### src/rtl/vga_capture.sv
// vga_capture: receive side of the TinyVGA PMOD bus. It recovers line and
// frame timing from hsync/vsync, tracks lock against the configured timing,
// and emits per-pixel coordinates, colour and per-frame statistics.
//
// Ports:
//   clk, rst_n           pixel clock, asynchronous active-low reset
//   vga_in[7:0]          PMOD word {hsync,B0,G0,R0,vsync,B1,G1,R1}
//   pix_x, pix_y         recovered column/row, valid while de
//   de                   active-video strobe, forced low unless locked
//   rgb[5:0]             {R1,R0,G1,G0,B1,B0}, valid while de
//   locked               timing lock status
//   frame_done           one-cycle pulse per vsync assertion edge
//   frame_lit            non-black active pixels in the last frame
//   err_cnt              saturating count of timing violations
//   frame_crc            CRC-16-CCITT of the last frame's pixels
//
// Build option: define VGA_CAPTURE_CRC_EN to build the frame CRC;
// otherwise frame_crc is tied to 0.

module vga_capture #(
    parameter int   H_DISPLAY   = 640,
    parameter int   H_FRONT     = 16,
    parameter int   H_SYNC      = 96,
    parameter int   H_BACK      = 48,
    parameter int   V_DISPLAY   = 480,
    parameter int   V_BOTTOM    = 10,
    parameter int   V_SYNC      = 2,
    parameter int   V_TOP       = 33,
    parameter logic SYNC_ACTIVE = 1'b0,
    parameter int   LOCK_FRAMES = 2
) (
    input  logic        clk,
    input  logic        rst_n,
    input  logic [7:0]  vga_in,
    output logic [9:0]  pix_x,
    output logic [9:0]  pix_y,
    output logic        de,
    output logic [5:0]  rgb,
    output logic        locked,
    output logic        frame_done,
    output logic [18:0] frame_lit,
    output logic [7:0]  err_cnt,
    output logic [15:0] frame_crc
);

    localparam int H_TOTAL = H_DISPLAY + H_FRONT + H_SYNC + H_BACK;
    localparam int V_TOTAL = V_DISPLAY + V_BOTTOM + V_SYNC + V_TOP;
    localparam logic [11:0] H_LEN = 12'(H_TOTAL);
    localparam logic [9:0]  V_LEN = 10'(V_TOTAL);
    localparam logic [10:0] H_A0  = 11'(H_SYNC + H_BACK);
    localparam logic [10:0] H_A1  = 11'(H_SYNC + H_BACK + H_DISPLAY);
    localparam logic [9:0]  V_A0  = 10'(V_SYNC + V_TOP);
    localparam logic [9:0]  V_A1  = 10'(V_SYNC + V_TOP + V_DISPLAY);
    localparam int GW = $clog2(LOCK_FRAMES + 1);
    localparam logic [GW-1:0] GOOD_MAX = GW'(LOCK_FRAMES);

    typedef enum logic [1:0] {
        SEARCH = 2'd0,
        TRACK  = 2'd1,
        LOCKED = 2'd2
    } state_t;

    state_t          state, state_nxt;
    logic [GW-1:0]   good, good_nxt, good_inc;
    logic            frame_bad, bad_nxt;
    logic            err_hit;

    logic [7:0]  in_q, in_d;
    logic        h_edge, v_edge;
    logic [10:0] h_cnt, h_nxt;
    logic [9:0]  v_cnt, v_nxt;
    logic [11:0] line_len;
    logic        stuck;
    logic        in_win;
    logic [5:0]  col;
    logic [18:0] lit_cnt;

    // in_d is the previous sample of in_q; it also lines the colour up
    // with h_cnt/v_cnt, which describe the sample now held in in_d.
    assign h_edge = (in_d[7] != SYNC_ACTIVE) && (in_q[7] == SYNC_ACTIVE);
    assign v_edge = (in_d[3] != SYNC_ACTIVE) && (in_q[3] == SYNC_ACTIVE);
    assign col    = {in_d[0], in_d[4], in_d[1], in_d[5], in_d[2], in_d[6]};

    always_comb begin
        h_nxt = h_cnt;
        v_nxt = v_cnt;
        if (h_edge)
            h_nxt = '0;
        else if (h_cnt != 11'h7FF)
            h_nxt = h_cnt + 11'd1;
        if (v_edge)
            v_nxt = '0;
        else if (h_edge && v_cnt != 10'h3FF)
            v_nxt = v_cnt + 10'd1;
    end

    assign line_len = {1'b0, h_cnt} + 12'd1;
    // Flag only the cycle the counter first saturates, so a stuck sync
    // counts as a single violation.
    assign stuck    = (h_nxt == 11'h7FF) && (h_cnt != 11'h7FF);
    assign in_win   = (h_cnt >= H_A0) && (h_cnt < H_A1) &&
                      (v_cnt >= V_A0) && (v_cnt < V_A1);

    always_comb begin
        state_nxt = state;
        good_nxt  = good;
        bad_nxt   = frame_bad;
        err_hit   = 1'b0;
        good_inc  = (good == GOOD_MAX) ? good : good + GW'(1);
        if (state == SEARCH) begin
            if (v_edge) begin
                state_nxt = TRACK;
                good_nxt  = '0;
                bad_nxt   = 1'b0;
            end
        end else begin
            err_hit = (h_edge && line_len != H_LEN) || stuck ||
                      (v_edge && v_cnt != V_LEN);
            if (err_hit) begin
                state_nxt = TRACK;
                good_nxt  = '0;
                bad_nxt   = 1'b1;
            end
            // A frame only counts as good if nothing went wrong since
            // the previous vsync edge.
            if (v_edge) begin
                bad_nxt = 1'b0;
                if (!err_hit && !frame_bad) begin
                    good_nxt = good_inc;
                    if (good_inc == GOOD_MAX)
                        state_nxt = LOCKED;
                end
            end
        end
    end

    assign locked = (state == LOCKED);

    always_ff @(posedge clk or negedge rst_n) begin
        if (!rst_n) begin
            state     <= SEARCH;
            good      <= '0;
            frame_bad <= 1'b0;
            err_cnt   <= '0;
        end else begin
            state     <= state_nxt;
            good      <= good_nxt;
            frame_bad <= bad_nxt;
            if (err_hit && err_cnt != 8'hFF)
                err_cnt <= err_cnt + 8'd1;
        end
    end

    always_ff @(posedge clk or negedge rst_n) begin
        if (!rst_n) begin
            in_q  <= '0;
            in_d  <= '0;
            h_cnt <= '0;
            v_cnt <= '0;
        end else begin
            in_q  <= vga_in;
            in_d  <= in_q;
            h_cnt <= h_nxt;
            v_cnt <= v_nxt;
        end
    end

    always_ff @(posedge clk or negedge rst_n) begin
        if (!rst_n) begin
            de    <= 1'b0;
            pix_x <= '0;
            pix_y <= '0;
            rgb   <= '0;
        end else begin
            de    <= locked && in_win;
            pix_x <= 10'(h_cnt - H_A0);
            pix_y <= v_cnt - V_A0;
            rgb   <= col;
        end
    end

    always_ff @(posedge clk or negedge rst_n) begin
        if (!rst_n) begin
            lit_cnt    <= '0;
            frame_lit  <= '0;
            frame_done <= 1'b0;
        end else begin
            frame_done <= v_edge;
            if (v_edge) begin
                frame_lit <= lit_cnt;
                lit_cnt   <= '0;
            end else if (de && rgb != 6'd0) begin
                lit_cnt <= lit_cnt + 19'd1;
            end
        end
    end

`ifdef VGA_CAPTURE_CRC_EN
    logic [15:0] crc_acc, crc_q;

    function automatic logic [15:0] crc6(input logic [15:0] c,
                                         input logic [5:0]  d);
        logic [15:0] r;
        logic        fb;
        r = c;
        for (int i = 5; i >= 0; i--) begin
            fb = r[15] ^ d[i];
            r  = {r[14:0], 1'b0} ^ (fb ? 16'h1021 : 16'h0000);
        end
        return r;
    endfunction

    always_ff @(posedge clk or negedge rst_n) begin
        if (!rst_n) begin
            crc_acc <= '0;
            crc_q   <= '0;
        end else if (v_edge) begin
            crc_q   <= crc_acc;
            crc_acc <= 16'hFFFF;
        end else if (de) begin
            crc_acc <= crc6(crc_acc, rgb);
        end
    end

    assign frame_crc = crc_q;
`else
    assign frame_crc = '0;
`endif

endmodule
### config.mk
export PLATFORM = sky130hd
export DESIGN_NAME = vga_capture
export DESIGN_NICKNAME = d
export VERILOG_FILES = /design/src/rtl/vga_capture.sv
export SDC_FILE = /design/constraint.sdc
export NUM_CORES = 1
export LEC_CHECK = 0
export ABC_AREA = 1
export CAP_MARGIN = 20
export CORE_AREA = 2 2 112 114
export CTS_CLUSTER_DIAMETER = 150
export DETAILED_ROUTE_END_ITERATION = 8
export DIE_AREA = 0 0 114 116
export PLACE_DENSITY_LB_ADDON = 0.2
export SYNTH_ARGS = -nofsm -noshare
export SYNTH_HDL_FRONTEND = slang
export SYNTH_SLANG_ARGS = --single-unit
### constraint.sdc
create_clock -name clk -period 3.4 [get_ports clk]
set_input_delay 0.34 -clock clk [delete_from_list [all_inputs] [get_ports clk]]
set_output_delay 0.34 -clock clk [all_outputs]
set_load 0.005 [all_outputs]
---- Word-level counts from Yosys, hierarchy flattened ----
Cells that the tools add are included.
word-level totals
  bits of input ports ..................... 10
  word-level logic and storage cells ...... 85
  register bits after elaboration ......... 116
operators by class
  reductions and logical operators ........ 23
  order comparisons ....................... 4
  muxes and demuxes ....................... 23
  equality and inequality tests ........... 10
  bitwise gates (word level) .............. 2
  add/subtract/negate cells ............... 8
operators with widths
  cell                                                  count
  two-way mux 19 bit                                    2
  two-way mux 2 bit                                     12
  two-way mux 11 bit                                    2
  two-way mux 10 bit                                    2
  != test 10 bit, second input constant                 2
  adder 19 x 1 -> 19 bit, second input constant         1
  logical AND 1 bit                                     13
  adder 11 x 1 -> 12 bit, second input constant         1
  != test 12 x 10 -> 1 bit, second input constant       1
  adder 11 x 1 -> 11 bit, second input constant         1
  == test 11 bit, second input constant                 1
  >= comparator 11 x 8 -> 1 bit, second input constant  1
  < comparator 11 x 10 -> 1 bit, second input constant  1
  != test 11 bit, second input constant                 1
  adder 10 x 1 -> 10 bit, second input constant         1
  >= comparator 10 x 6 -> 1 bit, second input constant  1
  < comparator 10 bit, second input constant            1
  subtractor 10 x 6 -> 10 bit, second input constant    1
  subtractor 10 x 8 -> 10 bit, second input constant    1
  adder 8 x 1 -> 8 bit, second input constant           1
  != test 8 bit, second input constant                  1
  == test 2 bit, second input constant                  3
  nonzero test 2 bit                                    3
  nonzero test 6 bit                                    1
  other kinds (8)                                       15

---- Logic depth before layout (Yosys ltp) ----
  depth after elaboration ................. 12
  mapped depth ............................ 15

---- Worst setup path after synthesis ----
OpenSTA, ideal clock, no wires.
  path type ............................... flip-flop to flip-flop
  start point ............................. register h_cnt[0]
  end point ............................... register err_cnt[2]
  stages on the path, launching flop included .. 15
  buffers on the path ..................... 2
  setup time .............................. 122 ps
  path slack .............................. 1346 ps
  arrival ................................. 1933 ps
  period minus slack after synthesis ...... 2054 ps
  path through ............................ dfrtp_1 ha_1 nand2_2 nor2_4 nand3_4 buf_6 nand2_1 nand4_1 nor2_1 nand3_2 nand3_2 nand2_2 buf_6 nand2_2 o21ai_2
between the ends
  cells in the longest elaborated chain, start to end .. 9
  elaborated cells between the ends (all ways) .. 13
ends and longest elaborated chain
  element                                                          RTL line     RTL
  start: declaration                                               70           logic [10:0] h_cnt, h_nxt;
  start signal: assignment                                         163          h_cnt <= h_nxt;
  adder 11 x 1 -> 11 bit / != test 11 bit (equally long branches)  90, 89, 100
  two-way mux 11 bit                                               89           else if (h_cnt != 11'h7FF)
  two-way mux 11 bit                                               87           if (h_edge)
  == test 11 bit                                                   100          assign stuck = (h_nxt == 11'h7FF) && (h_cnt != 11'h7FF);
  logical AND 1 bit                                                100
  logical OR 1 bit * (2 in series)                                 117          err_hit = (h_edge && line_len != H_LEN) || stuck ||
  two-way mux 1 bit *                                              110          if (state == SEARCH) begin
  logical AND 1 bit *                                              149          if (err_hit && err_cnt != 8'hFF)
  end signal: assignment                                           150          err_cnt <= err_cnt + 8'd1;
  end: declaration                                                 42           output logic [7:0] err_cnt,
Every way passes the cells marked *; elsewhere a longest branch is shown, timed or not.
A chain may end at the register's enable or synchronous reset.

---- Worst setup path in the final report ----
  start point ............................. register h_cnt[0]
  end point ............................... register err_cnt[3]
The elaborated chain is that of the path after synthesis.

==> qor.txt <==
Mapped Cells: 603
CTS Buffer Depth: 2
Die Outline Area: 13200 um^2
site row count: 40
post-CTS setup buffers: 0
leakage: 3.05 nW
H-tree levels: 4
largest net degree at the start of global routing: 71
total negative setup slack: 0 ns
Hold Fails Final Rpt: 0
Routed Antenna Nets: 0
Commonest cells post-synth: nand2_1 (131), dfrtp_1 (116), inv_1 (78), nor2_1 (48), o21ai_0 (44)
Distinct cells, synth: 37
Yosys top cell by area: dfrtp_1
Detailed Place HPWL: 7680 um
vias in the first global route: 3906
Die X: 114 um
Worst-Skew Late Latency: 0.41 ns
critical path launch point type: flip-flop
GR Util All Layers: 18.0%
Critical Path Fanout Max: 16
clk sinks: 116
P&R area growth vs syn: 24.5%
Most Crowded Layer GR: met2
first-pass GRT wire length: 18600 um
Setup-failing EPs final: 0
detailed-route DRC error count: 0
DRT Pass-1 Iters: 5
Slew Limit Fails: 0
Clock transition at path regs: 0.06 ns
Die H: 116 um
area of the multi-input gates: 1960 um^2
RSZ-0062 raised after global routing: no
Filler cells: 1090
GP Congestion: 0.880
Worst VDD drop: 0.317 mV
period utilization: 73.4%
Crit Path Class: flip-flop to flip-flop
run status: completed
Crit. End Element: flip-flop
Crit path largest cell delay: 0.48 ns
R2R Setup Slk: 0.91 ns
Ys Warns: 0
WL final: 11100 um
TritonCTS clock tree: yes
crit path to: err_cnt[3]$_DFFE_PN0P_
top post-synthesis cells by area: dfrtp_1 (55%), nand2_1 (9.3%), inv_1 (5.5%), o21ai_0 (4.2%), nand3_1 (3.8%)
max-slew headroom at the worst pin: 39.1%
asr flop ratio synth: 100%
Min-Delay Path Class: input pin to asynchronous set/reset pin
initial DRC count: 258
reg2reg path depth: 15
clk root buf: clkbuf_16
Period minus WS final: 2.49 ns
Synth top area share: 54.7%
CP max-delay cell: dfrtp_1
layout cells sized above 1: 7.56%
count leader, synth: nand2_1
Resized cells post-CTS: 0
f_max: 401 MHz
drt via density: 4.97
register area share after synthesis: 54.7%
GR Layer Usage met2: 27.7%
Critical Path RT: 3.75 ns
Post-synth top flop: dfrtp_1
Slew @ Worst Pin: 0.912 ns
met3 usage: 4.76%
crit path launch: h_cnt[0]$_DFF_PN0_
worst r2r src: h_cnt[0]$_DFF_PN0_
pwr/cell area: 557 nW/um^2
initial antenna violation count: 0
antenna diode count: 0
Worst EP arrival: 2.84 ns
Max-Cap Viols: 0
Syn Area/Cell: 8.79 um^2
Layout Nets: 695
synthesized cell area: 5300 um^2
#FFs+latches synth: 116
core footprint: 11900 um^2
IO Count: 82
vias: 4147
Remaining Overflow, GRT: 0
Starting Density: 44.5%
CTS buffer count: 17
clk_skew: 0.00541 ns
Final Hold Slack: 0.0369 ns
number of flops mapped to enable cells by yosys: 0
WL per Instance: 13.3 um
Hold Buf Count CTS: 0
port buffer count: 65
Worst R2R End: err_cnt[3]$_DFFE_PN0P_
Reg area: 2900 um^2
Top cell by count, worst path: nand2_1
grt met1 use: 24.8%
worst path cell trace: ha_1, nand2_2, nor2_4, nand3_4, nand2_1, nand2_1, nor2_1, nand2_1, nor2_1, nand3_2, nand3_2, nand2_2, inv_2, nand2_1, nand2_1
-- power breakdown --
| group | total (mW) | switching, mW | internal [mW] |
|---|---|---|---|
| sequential | 1.56 | 0.0835 | 1.47 |
| combinational | 0.406 | 0.213 | 0.194 |
| clock | 1.71 | 0.689 | 1.02 |
-- final cells by class --
type,instances,share of cell area [%]
clock buffer,17,6.44
clock inverter,15,2.27
inverter,81,4.60
multi-input combinational,392,29.7
sequential,116,44.0
tap,147,2.79
timing repair buffer,67,10.2
-- worst max-delay path: cells and delay by family, from the launching register on --
kind          cells  cell delay, ns
simple gates     13            1.52
flops             1            0.48
buf+inv           1            0.15
fa+ha+maj         1            0.30
-- worst min path at each step --
stage	slack [ns]	end	cells past startpoint	startpoint
floorplan	0.04	de$_DFF_PN0_	0	rst_n
global placement	0.33	rgb[4]$_DFF_PN0_	0	in_d[4]$_DFF_PN0_
detailed placement	0.33	in_d[6]$_DFF_PN0_	0	in_q[6]$_DFF_PN0_
CTS	0.08	h_cnt[5]$_DFF_PN0_	1	rst_n
global route	0.14	pix_x[4]$_DFF_PN0_	1	rst_n
finish	0.04	pix_x[4]$_DFF_PN0_	1	rst_n
-- registers in the layout, summed over array words and instances, names as in the netlist, 10 cells and up --
register / count
v_cnt: 10
pix_y: 10
h_cnt: 11
pix_x: 10
frame_lit: 19
lit_cnt: 19
-- stage by stage --
step / instance area [um^2] / std cells / power, mW / utilization [%] / worst slack, ns
after floorplan: 5360 / 618 / 1.79 / - / 1.35
after global placement: 6030 / 803 / 1.98 / 50.6 / 1.10
after detailed placement: 6030 / 803 / 1.99 / 50.6 / 0.954
after CTS: 6600 / 835 / 3.71 / 55.4 / 0.936
after global routing: 6600 / 835 / 3.85 / 55.4 / 0.617
final: 6600 / 835 / 3.68 / 55.4 / 0.906
-- routing by layer --
metal / wire length [um] / vias to the layer above / part of all wire [%]
met5: 0 / - / 0
met4: 109 / 0 / 0.98
met3: 488 / 9 / 4.4
met1: 5240 / 1976 / 47
met2: 5240 / 108 / 47
li1: - / 2054 / -
-- placed cells by master (no fill, tap or decap), drive strengths merged --
master         Yosys  final
a31oi              2      2
clkbuf             7     17
nand2            136    136
o21ai             48     48
inv               81     86
nor2              52     52
o21a               1      1
nor4               4      4
or2                2      2
nor3b              1      1
nand4             11     11
a21oi             26     26
dfrtp            116    116
clkdlybuf4s50      0     64
a2111oi            1      1
clkinv             0      5
xor2              15     15
and3               1      1
xnor2              4      4
clkinvlp           0      4
bufinv             0      1
o22ai              1      1
a22oi              1      1
nor3              14     14
a41oi              1      1
a211oi             2      2
conb               1     16
nand3             43     43
buf               22      3
ha                10     10
-- cell families after synthesis --
| family | Yosys count | synth area share, % |
|---|---|---|
| adders and majority gates | 10 | 2.36 |
| DFF | 116 | 54.7 |
| AOI/OAI and AO/OA | 83 | 8.38 |
| xor gates and xnor gates | 19 | 3.14 |
| and+or+nand+nor | 264 | 22.0 |
| other | 1 | 0.0707 |
| buffers and inverters | 110 | 9.32 |
Power figures use the tool's default switching activity.
